## src/rtl/tdm_demux.sv

```systemverilog
// Two-slot TDM demultiplexer: locks onto sync-marked frames and presents both channel words together.
// Optional sticky framing-error flag is built when TDM_DEMUX_ERR_EN is defined.
module tdm_demux #(
  parameter int WIDTH = 8
) (
  input  logic             clk,
  input  logic             reset_n,
  input  logic [WIDTH-1:0] din,
  input  logic             din_valid,
  input  logic             sync,
  input  logic             err_clr,
  output logic [WIDTH-1:0] q0,
  output logic [WIDTH-1:0] q1,
  output logic             q_valid,
  output logic             slot,
  output logic             in_frame,
  output logic [7:0]       frame_cnt,
  output logic             err,
  output logic [1:0]       state_dbg
);

  typedef enum logic [1:0] {
    HUNT = 2'd0,
    S0   = 2'd1,
    S1   = 2'd2
  } state_t;

  state_t           state_q, state_d;
  logic [WIDTH-1:0] hold0_q, hold0_d;
  logic [WIDTH-1:0] q0_q, q0_d;
  logic [WIDTH-1:0] q1_q, q1_d;
  logic             q_valid_q, q_valid_d;
  logic [7:0]       frame_cnt_q, frame_cnt_d;
  logic             frame_err;

  // Only accepted words move the FSM; q_valid is the one output that drops back on idle cycles.
  always_comb begin
    state_d     = state_q;
    hold0_d     = hold0_q;
    q0_d        = q0_q;
    q1_d        = q1_q;
    q_valid_d   = 1'b0;
    frame_cnt_d = frame_cnt_q;
    frame_err   = 1'b0;
    if (din_valid) begin
      case (state_q)
        HUNT: begin
          if (sync) begin
            hold0_d = din;
            state_d = S1;
          end
        end
        S0: begin
          if (sync) begin
            hold0_d = din;
            state_d = S1;
          end else begin
            frame_err = 1'b1;
            state_d   = HUNT;
          end
        end
        S1: begin
          if (sync) begin
            // A fresh slot-0 word restarts the frame rather than dropping lock.
            frame_err = 1'b1;
            hold0_d   = din;
          end else begin
            q0_d        = hold0_q;
            q1_d        = din;
            q_valid_d   = 1'b1;
            frame_cnt_d = frame_cnt_q + 8'd1;
            state_d     = S0;
          end
        end
        default: state_d = HUNT;
      endcase
    end
  end

  always_ff @(posedge clk or negedge reset_n) begin
    if (!reset_n) begin
      state_q     <= HUNT;
      hold0_q     <= '0;
      q0_q        <= '0;
      q1_q        <= '0;
      q_valid_q   <= 1'b0;
      frame_cnt_q <= 8'd0;
    end else begin
      state_q     <= state_d;
      hold0_q     <= hold0_d;
      q0_q        <= q0_d;
      q1_q        <= q1_d;
      q_valid_q   <= q_valid_d;
      frame_cnt_q <= frame_cnt_d;
    end
  end

`ifdef TDM_DEMUX_ERR_EN
  logic err_q, err_d;

  // A new error wins over a simultaneous clear.
  always_comb begin
    err_d = err_q;
    if (frame_err)    err_d = 1'b1;
    else if (err_clr) err_d = 1'b0;
  end

  always_ff @(posedge clk or negedge reset_n) begin
    if (!reset_n) err_q <= 1'b0;
    else          err_q <= err_d;
  end

  assign err = err_q;
`else
  logic [1:0] unused_err_sigs;
  assign unused_err_sigs = {err_clr, frame_err};
  assign err = 1'b0;
`endif

  assign q0        = q0_q;
  assign q1        = q1_q;
  assign q_valid   = q_valid_q;
  assign frame_cnt = frame_cnt_q;
  assign slot      = (state_q == S1);
  assign in_frame  = (state_q != HUNT);
  assign state_dbg = state_q;

endmodule

```

## config.mk

```make
export PLATFORM = sky130hd
export DESIGN_NAME = tdm_demux
export DESIGN_NICKNAME = d
export VERILOG_FILES = /design/src/rtl/tdm_demux.sv
export SDC_FILE = /design/constraint.sdc
export NUM_CORES = 1
export LEC_CHECK = 0
export BUFFER_PORTS_ARGS = -buffer_cell sky130_fd_sc_hd__buf_2
export CORE_MARGIN = 3
export CORE_UTILIZATION = 54
export DETAILED_ROUTE_END_ITERATION = 12
export GPL_TIMING_DRIVEN = 0
export PLACE_DENSITY = 0.81
export SLEW_MARGIN = 30
export SYNTH_ARGS = -nofsm -noshare
export SYNTH_HDL_FRONTEND = slang
export SYNTH_SLANG_ARGS = --single-unit
```

## constraint.sdc

```tcl
create_clock -name clk -period 3.2 [get_ports clk]
set_clock_uncertainty 0.1 [all_clocks]
set_input_delay 0.16 -clock clk [delete_from_list [all_inputs] [get_ports clk]]
set_output_delay 0.16 -clock clk [all_outputs]
set_load 0.05 [all_outputs]
```

==> out/qor.yml <==
worst_setup_path:
  cpPeakStageDelay_ps: 440
  cp_top_family: "flip-flops"
  cp.arrival_ps: 1700
  cp_slowest_cell: "dfrtp_1"
  crit_type: "reg2reg"
  path_cells: "and4bb_1, buf_6, buf_12, mux2_4"
  required_ps: 3320
  crit_fanout: 10
  cp_num_buf_inv: 2
  startpoint_type: "register"
  end_kind: "register"
detailed_routing:
  wirelength_um: 2670
  avgViaCountPerCell: 5.07
  initialDrtViolationCount: 17
  route.detailed.drc: 0
  dr.pass1.iters: 4
  routedWlPerCell_um: 15.1
  ant_nets: 0
  vias: 897
power_and_ir_drop:
  cellPowerDensity_nw_per_um2: 859
  ir_worst_vdd_uv: 638
  power.leakage_uw: 0.000924
  power.total_uw: 1580
sta:
  finalCriticalPeriod_ps: 1580
  worst_pin_slew_ps: 744
  fin_crit_sh_pct: 49.4
  fmaxAchievable_mhz: 633
  relSlewSlack_pct: 50.4
  finalSetupTns_ps: 0
  hold_viol_final: 0
  rsz0062_at_grt: "false"
  setup_violations: 0
  maxSlewViolCount: 0
grt:
  gr-total-overflow: 0
  grt_max_degree: 36
  antenna_found_initial: 0
  grt_usage_pct: 18.0
  grt_pass1_vias: 955
  grt_pass1_wl_um: 4400
logic_synthesis:
  synth_fp_nets: 104
  ys_seq_elements: 35
  avgSynthCellArea_um2: 16.1
  ys_seq_area_share_pct: 60.5
  synth_area_um2: 1450
  yosysUniqueCellTypes: 22
  synth_cells: 90
  ys.warnings.count: 0
floorplan:
  die_area_um2: 3340
  initial_utilization_pct: 57.4
  core-area_um2: 2520
  die_h_um: 57.8
  die_w_um: 57.8
  io-pin-count: 43
  rows: 18
placed_design:
  gp_congestion: 0.819
  placed_cells: 160
  port_buffers: 40
  dp_hpwl_um: 1820
  place_area_um2: 1690
cts:
  clk_path_buf_depth: 2
  cts_setup_buffers: 0
  ctsRootBufferMaster: "clkbuf_4"
  path_clk_slew_ps: 100
  cts_tree: "built"
  cts_buffers: 5
  htree_levels: 2
  hold_buffers: 9
  cts.sinks: 35
  insertion_delay_ps: 330
  post_cts_resized: 0
cells_and_area:
  syn_to_final_growth_pct: 27.4
  fillers: 188
  instances_no_fill: 177
  final_cell_mix: "buf_2 (40), dfrtp_1 (35), mux2_2 (14)"
  drive_gt1_share_pct: 54.4
  final_nets: 160
  final_common_cell: "buf_2"
  final_area_um2: 1840
  diodes: 0
run_status:
  status: "finished clean"
min_path:
  hp-class: "in2reg"
job:
  maxCapViolCount: 0
[cell families (layout without fill, tap and decap cells)]
group / count (synthesis) / count (layout) / synth area share [%]
other cells: 1 / 1 / 0.259
buf+inv: 5 / 62 / 4.32
fa+ha+maj: 1 / 1 / 0.864
flops: 35 / 35 / 60.5
xor+xnor: 7 / 7 / 4.24
compound gates: 3 / 3 / 1.73
simple gates: 13 / 13 / 5.79
mux: 25 / 25 / 22.3
[per-layer routing]
| layer | vias up | track usage, % | share of wire, % |
|---|---|---|---|
| li1 | 423 | - | - |
| met1 | 442 | 22.2 | 41 |
| met2 | 28 | 30.2 | 52 |
| met3 | 4 | 6.01 | 6.4 |
| met4 | 0 | 5.30 | 1.1 |
| met5 | - | 0 | 0 |
[tightest hold or removal path, cell delays in order]
cell,delay [ps]
buf_2,110
inv_1,70
a21o_1,110
[cells in the mapped netlist]
cell | number | area share (%)
dfrtp_1 | 35 | 61
mux2_2 | 14 | 11
mux2_4 | 11 | 11
xnor2_1 | 6 | 3.6
nand2_1 | 3 | 0.78
nand4_1 | 3 | 1.3
and3_1 | 2 | 0.86
buf_12 | 2 | 2.8
a21o_1 | 1 | 0.52
a21o_2 | 1 | 0.61
a21oi_2 | 1 | 0.61
and2b_2 | 1 | 0.61
and4_1 | 1 | 0.61
and4bb_1 | 1 | 0.86
buf_4 | 1 | 0.52
buf_6 | 1 | 0.78
conb_1 | 1 | 0.26
ha_1 | 1 | 0.86
inv_1 | 1 | 0.26
nand3_1 | 1 | 0.35
or2_2 | 1 | 0.43
xor2_1 | 1 | 0.61
[path summary, 6_finish.rpt]
path	startpoint	endpoint	slack (ps)	cells past startpoint
hold reg to reg	frame_cnt[7]	frame_cnt[7]	370	1
max in group asynchronous	reset_n	q0[1]	2200	2
setup / recovery	state_dbg[0]	q1[7]	1620	4
min in group asynchronous	reset_n	frame_cnt[0]	330	2
hold / removal	din_valid	state_dbg[1]	60	3
setup reg to reg	state_dbg[0]	q1[7]	1620	4
[through the flow]
step,util [%],setup slack [ps],hold WS (ps)
detailed placement,66.8,1620,167
finish,73.1,1620,56.7
global placement,66.8,1670,159
floorplan,-,1460,-236
global route,73.1,1560,44.2
CTS,73.1,1610,38.8
[where the power goes]
group          switching (uW)  total, uW  internal [uW]
combinational             466        680            214
sequential               81.1        637            556
clock                     138        267            129
[cell type report]
class / count / area (um2) / area share (%)
flip-flops and latches: 35 / 876 / 47.5
multi-input cells: 50 / 509 / 27.6
repair buffers: 49 / 290 / 15.7
clock buffers: 8 / 68.8 / 3.73
plain buffers: 4 / 58.8 / 3.19
well taps: 30 / 37.5 / 2.04
inverters: 1 / 3.75 / 0.204
[flip-flops by register name (all words and copies together) (netlist names)]
signal and count:
q1 8, state_dbg 2, hold0_q 8, frame_cnt 8
q0 8, q_valid 1
Note: power is estimated with default switching activity, not from simulation.
